**src/rtl/crossbar_pkg.sv**
```systemverilog
// Shared types and constants for the crossbar ingress controller.
package crossbar_pkg;

  typedef enum logic {
    ST_IDLE = 1'b0,
    ST_BUSY = 1'b1
  } state_e;

  localparam logic SEL_STRAIGHT = 1'b0;
  localparam logic SEL_CROSS    = 1'b1;

  localparam logic DEST_OUT1 = 1'b0;
  localparam logic DEST_OUT2 = 1'b1;

  // Select value a source needs to reach its destination.
  // s0 drives in1, so it needs select == dest; s1 drives in2, so it needs ~dest.
  function automatic logic sel_for(input logic src, input logic dest);
    return src ? ~dest : dest;
  endfunction

endpackage

```
**src/rtl/rr_arb2.sv**
```systemverilog
// Two-requester round-robin arbiter; pointer 0 favours req[0], 1 favours req[1].
module rr_arb2 (
  input  logic       clk,
  input  logic       rst_n,
  input  logic [1:0] req,
  input  logic       update,
  output logic [1:0] gnt,
  output logic       ptr
);

  logic r_ptr;

  // Grant the single requester, or the favoured one when both ask.
  always_comb begin
    gnt = req;
    if (req == 2'b11) gnt = r_ptr ? 2'b10 : 2'b01;
  end

  // On a contested grant the pointer moves to the loser.
  always_ff @(posedge clk or negedge rst_n) begin
    if (!rst_n)                       r_ptr <= 1'b0;
    else if (update && req == 2'b11)  r_ptr <= ~r_ptr;
  end

  assign ptr = r_ptr;

endmodule

```
**src/rtl/crossbar_ingress_ctrl.sv**
```systemverilog
// Ingress controller for a 2x2 crossbar: burst arbitration, select locking,
// and registered data/valid onto the crossbar inputs.
//
//  state   | meaning
//  --------+-----------------------------------------------------------
//  ST_IDLE | no grant held; sample valids and arbitrate
//  ST_BUSY | select frozen; granted sources transfer until their last beat
module crossbar_ingress_ctrl
  import crossbar_pkg::*;
#(
  parameter int DATA_W = 1
) (
  input  logic              clk,
  input  logic              rst_n,
  input  logic              s0_valid,
  input  logic              s0_dest,
  input  logic              s0_last,
  input  logic [DATA_W-1:0] s0_data,
  input  logic              s1_valid,
  input  logic              s1_dest,
  input  logic              s1_last,
  input  logic [DATA_W-1:0] s1_data,
  output logic              s0_ready,
  output logic              s1_ready,
  output logic [DATA_W-1:0] xb_in1,
  output logic [DATA_W-1:0] xb_in2,
  output logic              xb_select,
  output logic              out1_valid,
  output logic              out2_valid
);

  state_e            r_state;
  logic              r_s0_ready;
  logic              r_s1_ready;
  logic              r_sel;
  logic [DATA_W-1:0] r_xb_in1;
  logic [DATA_W-1:0] r_xb_in2;
  logic              r_out1_valid;
  logic              r_out2_valid;

  logic [1:0] w_req;
  logic [1:0] w_gnt;
  logic       w_rr;
  logic       w_both;
  logic       w_compat;
  logic       w_arb_update;
  logic       w_acc0;
  logic       w_acc1;
  logic       w_rel0;
  logic       w_rel1;
  logic       w_hold0;
  logic       w_hold1;

  assign w_req        = {s1_valid, s0_valid};
  assign w_both       = s0_valid & s1_valid;
  assign w_compat     = (s0_dest != s1_dest);
  assign w_arb_update = (r_state == ST_IDLE) & w_both & ~w_compat;

  assign w_acc0  = r_s0_ready & s0_valid;
  assign w_acc1  = r_s1_ready & s1_valid;
  assign w_rel0  = w_acc0 & s0_last;
  assign w_rel1  = w_acc1 & s1_last;
  assign w_hold0 = r_s0_ready & ~w_rel0;
  assign w_hold1 = r_s1_ready & ~w_rel1;

  rr_arb2 u_rr_arb2 (
    .clk    (clk),
    .rst_n  (rst_n),
    .req    (w_req),
    .update (w_arb_update),
    .gnt    (w_gnt),
    .ptr    (w_rr)
  );

  // Grant FSM: picks sources and select in IDLE, releases grants on last beats.
  always_ff @(posedge clk or negedge rst_n) begin
    if (!rst_n) begin
      r_state    <= ST_IDLE;
      r_s0_ready <= 1'b0;
      r_s1_ready <= 1'b0;
      r_sel      <= SEL_STRAIGHT;
    end else begin
      case (r_state)
        ST_IDLE: begin
          if (|w_req) begin
            r_state <= ST_BUSY;
            if (w_both && w_compat) begin
              r_s0_ready <= 1'b1;
              r_s1_ready <= 1'b1;
              r_sel      <= sel_for(1'b0, s0_dest);
            end else if (w_both) begin
              r_s0_ready <= w_gnt[0];
              r_s1_ready <= w_gnt[1];
              r_sel      <= w_rr ? sel_for(1'b1, s1_dest) : sel_for(1'b0, s0_dest);
            end else begin
              r_s0_ready <= w_gnt[0];
              r_s1_ready <= w_gnt[1];
              r_sel      <= s0_valid ? sel_for(1'b0, s0_dest) : sel_for(1'b1, s1_dest);
            end
          end
        end
        ST_BUSY: begin
          if (w_rel0) r_s0_ready <= 1'b0;
          if (w_rel1) r_s1_ready <= 1'b0;
          if (!w_hold0 && !w_hold1) r_state <= ST_IDLE;
        end
        default: r_state <= ST_IDLE;
      endcase
    end
  end

  // Register accepted beats onto the crossbar lanes with per-output valids.
  always_ff @(posedge clk or negedge rst_n) begin
    if (!rst_n) begin
      r_xb_in1     <= '0;
      r_xb_in2     <= '0;
      r_out1_valid <= 1'b0;
      r_out2_valid <= 1'b0;
    end else begin
      r_xb_in1     <= w_acc0 ? s0_data : '0;
      r_xb_in2     <= w_acc1 ? s1_data : '0;
      r_out1_valid <= (r_sel == SEL_CROSS) ? w_acc1 : w_acc0;
      r_out2_valid <= (r_sel == SEL_CROSS) ? w_acc0 : w_acc1;
    end
  end

  assign s0_ready   = r_s0_ready;
  assign s1_ready   = r_s1_ready;
  assign xb_in1     = r_xb_in1;
  assign xb_in2     = r_xb_in2;
  assign xb_select  = r_sel;
  assign out1_valid = r_out1_valid;
  assign out2_valid = r_out2_valid;

endmodule

```
**config.mk**
```make
export PLATFORM = sky130hd
export DESIGN_NAME = crossbar_ingress_ctrl
export DESIGN_NICKNAME = d
export VERILOG_FILES = /design/src/rtl/crossbar_pkg.sv /design/src/rtl/rr_arb2.sv /design/src/rtl/crossbar_ingress_ctrl.sv
export SDC_FILE = /design/constraint.sdc
export NUM_CORES = 1
export LEC_CHECK = 0
export ABC_CLOCK_PERIOD_IN_PS = 2870
export CAP_MARGIN = 20
export CORE_AREA = 4 4 41 43
export CTS_CLUSTER_SIZE = 10
export DETAILED_ROUTE_END_ITERATION = 10
export DIE_AREA = 0 0 45 47
export PLACE_DENSITY = 0.62
export SETUP_SLACK_MARGIN = 0.5
export SLEW_MARGIN = 20
export SYNTH_ARGS = -nofsm -noshare
export SYNTH_HDL_FRONTEND = slang
export SYNTH_SLANG_ARGS = --single-unit
```
**constraint.sdc**
```tcl
create_clock -name clk -period 2.87 [get_ports clk]
set_clock_uncertainty 0.05 [all_clocks]
set_input_delay 0.287 -clock clk [delete_from_list [all_inputs] [get_ports clk]]
set_output_delay 0.287 -clock clk [all_outputs]
set_load 0.01 [all_outputs]
```
==> results.md <==
* Slowest CP cell: clkdlybuf4s50_1
* Post-synth net total at 53
* Area contributors post-synth: dfrtp_1, o21ai_0, nand2_1
* CP Class: flop to output pin
* Final Cell Area at 619.3 um^2
* Nets at 72
* Critical path data required time at 2.53 ns
* Count of input and output buffers at 16
* Status: complete, no violations
* Yosys reg bits at 9
* Top cell type by total area after synthesis: dfrtp_1
* Layout cells sized above 1 at 0.06557
* Worst skew pair latency at 0.25 ns
* Remaining global-route overflow at 0
* Int Power at 0.3439 mW
* Crit-path max cell delay at 0.57 ns
* Clock root cell: clkbuf_4
* Final WS setup at 1.282 ns
* CTS H-tree lvls at 1
* Layout Cells excl Fill at 76
* Inst Count DP at 72
* Final hold vios at 0
* Post-CTS Hold Fix Bufs at 0
* Initial Util at 0.3308
* Data arrival, critical path at 1.25 ns
* Drt pass-1 iters at 4
* DIE AREA at 2115 um^2
* Slew @ Worst Pin at 0.3895 ns
* Crit path max-delay family: buffers and inverters
* # Max-Cap Violations at 0
* Comb power frac at 0.378
* DRC viols at 0
* Die Height at 47 um
* Worst path buffer plus inverter count at 1
* DR iter-0 viols at 4
* DP Area at 593.1 um^2
* VDD IR-drop max at 0.0002901 V
* RePlAce Congestion at 0.8061
* Routed via count at 355
* Seq pwr share at 0.439
* Setup crit start kind: flop
* CTS Buffer Depth at 2
* Post-CTS sizing at 0
* Global-route wire length before repair at 1345 um
* Pwr dens at 829.5 nW/um^2
* Proportion of power drawn by the clock network at 0.183
* CTS buffer count at 3
* Die Width at 45 um
* Area grow syn2layout at 43.90%
* Crit. End Element: output pin
* All-Layer GR Usage at 0.08924
* Worst slack, placed at 1.261 ns
* Slew Limit Headroom at 0.7395
* Cell variety after synth at 20
* Post-DP HPWL at 666.3 um
* RSZ-0062 raised after global routing: false
* Via/cell ratio at 4.671
* CTS tree: done
* IO Count at 17
* Post-Syn Area per Cell at 10.01 um^2
* Largest net degree at the start of global routing at 11
* Post-synthesis sequential area ratio at 0.5233
* WL final at 843 um
* Yosys top cell area share at 0.5233
* Net Sw Frac at 0.3305
* YS warnings at 0
* Initial antenna violation count at 0
* Tcrit/Tclk final at 0.5533
* Synth Cell Area at 430.4 um^2
* Sum of negative setup slack at 0 ns
* Cell Chain, Critical Path: clkdlybuf4s50_1
* Diode count at 0
* Reg clk slew, reported paths at 0.06 ns
* Per-cell routed wire length at 11.09 um
* Post-CTS Setup Bufs at 0
* Core area at 1301 um^2
* Vias in the first global route at 321
* LEAKAGE at 0.2630 nW
* Net Switching at 0.1698 mW
* Clock sink total at 9
* Syn Inst Count at 43
* Final setup fails at 0
* Antenna-violating nets left at 0
* Fmax at 629.7 MHz
* Max-slew violation count at 0
* Row count at 13
* Tightest Hold Check Type: primary input to asynchronous set/reset pin
* Tmin final at 1.588 ns
* Worst Path Max Fanout at 6
-- sequential cells by signal, summed over array words and instances (netlist names) --
| register | cells |
|---|---|
| u_rr_arb2.ptr | 1 |
| s1_ready | 1 |
| xb_in1 | 1 |
| xb_in2 | 1 |
| r_state | 1 |
| out2_valid | 1 |
| s0_ready | 1 |
| out1_valid | 1 |
| xb_select | 1 |
-- Yosys cell counts (all sizes together) --
| master | n |
|---|---|
| buf | 2 |
| and3 | 2 |
| dfrtp | 9 |
| nand3 | 3 |
| inv | 1 |
| o22ai | 1 |
| a31oi | 1 |
| xnor2 | 2 |
| nand2 | 6 |
| xor2 | 1 |
| nor2 | 1 |
| o21ai | 5 |
| a21oi | 2 |
| a22oi | 1 |
| a32oi | 1 |
| nand2b | 2 |
| and2b | 1 |
| nor2b | 1 |
| a311oi | 1 |
-- per-stage QoR --
| step | power [mW] | util | hold slack (ns) |
|---|---|---|---|
| 2_1_floorplan | 0.3210 | - | -0.05859 |
| 3_3_place_gp | 0.4240 | 0.4558 | 0.4834 |
| 3_5_place_dp | 0.4258 | 0.4558 | 0.4909 |
| 4_1_cts | 0.5212 | 0.4760 | 0.2833 |
| 5_1_grt | 0.5539 | 0.4760 | 0.3010 |
| 6_report | 0.5137 | 0.4760 | 0.2692 |
-- layout by cell type, fill, tap and decap left out, drive strengths merged --
| cell type | Yosys | routed |
|---|---|---|
| nand2b | 2 | 2 |
| clkbuf | 0 | 4 |
| a22oi | 1 | 1 |
| nor2 | 1 | 1 |
| and2b | 1 | 1 |
| xor2 | 1 | 1 |
| nand3 | 3 | 3 |
| o22ai | 1 | 1 |
| o21ai | 5 | 5 |
| nor2b | 1 | 1 |
| a21oi | 2 | 2 |
| a32oi | 1 | 1 |
| a311oi | 1 | 1 |
| xnor2 | 2 | 2 |
| clkdlybuf4s50 | 0 | 16 |
| dfrtp | 9 | 9 |
| nand2 | 6 | 6 |
| and3 | 2 | 2 |
| a31oi | 1 | 1 |
| inv | 1 | 1 |
-- kinds of logic (layout without fill, tap and decap cells) --
logic type / after synthesis / count (layout) / share of synthesized area
compound gates: 12 / 12 / 0.1831
xor+xnor: 3 / 3 / 0.06106
buf+inv: 3 / 21 / 0.04649
flops: 9 / 9 / 0.5233
simple gates: 16 / 16 / 0.1860
-- metal layers --
| layer | track usage | up-vias | wire (um) |
|---|---|---|---|
| li1 | - | 185 | - |
| met1 | 0.1142 | 152 | 391 |
| met2 | 0.1299 | 18 | 343 |
| met3 | 0.04215 | 0 | 109 |
| met4 | 0.03509 | 0 | 0 |
| met5 | 0 | - | 0 |
-- cell type report --
cell class	instances	area, um^2
fill	136	681.9
inverter	1	3.754
sequential	9	225.2
timing repair buffer	16	160.2
multi-input combinational	31	185.2
clock buffer	4	26.28
tap	15	18.77
-- power by group through the flow --
stage / clock [mW] / combinational, mW / sequential (mW)
2_1_floorplan: 0 / 0.0861 / 0.235
3_3_place_gp: 0 / 0.195 / 0.229
3_5_place_dp: 0 / 0.197 / 0.229
4_1_cts: 0.0974 / 0.197 / 0.227
5_1_grt: 0.105 / 0.211 / 0.237
6_report: 0.0941 / 0.194 / 0.226
-- final timing paths --
check	startpoint	to	slack, ns	depth (start not counted)
max	s0_ready	s0_ready	1.28	1
min	rst_n	out1_valid	0.27	1
max reg2reg	r_state	u_rr_arb2.ptr	1.77	3
min reg2reg	xb_select	out1_valid	0.49	1
max in group asynchronous	rst_n	u_rr_arb2.ptr	2.22	1
min in group clk	xb_select	out1_valid	0.49	1
No activity file was read; power rests on OpenSTA's default activity.
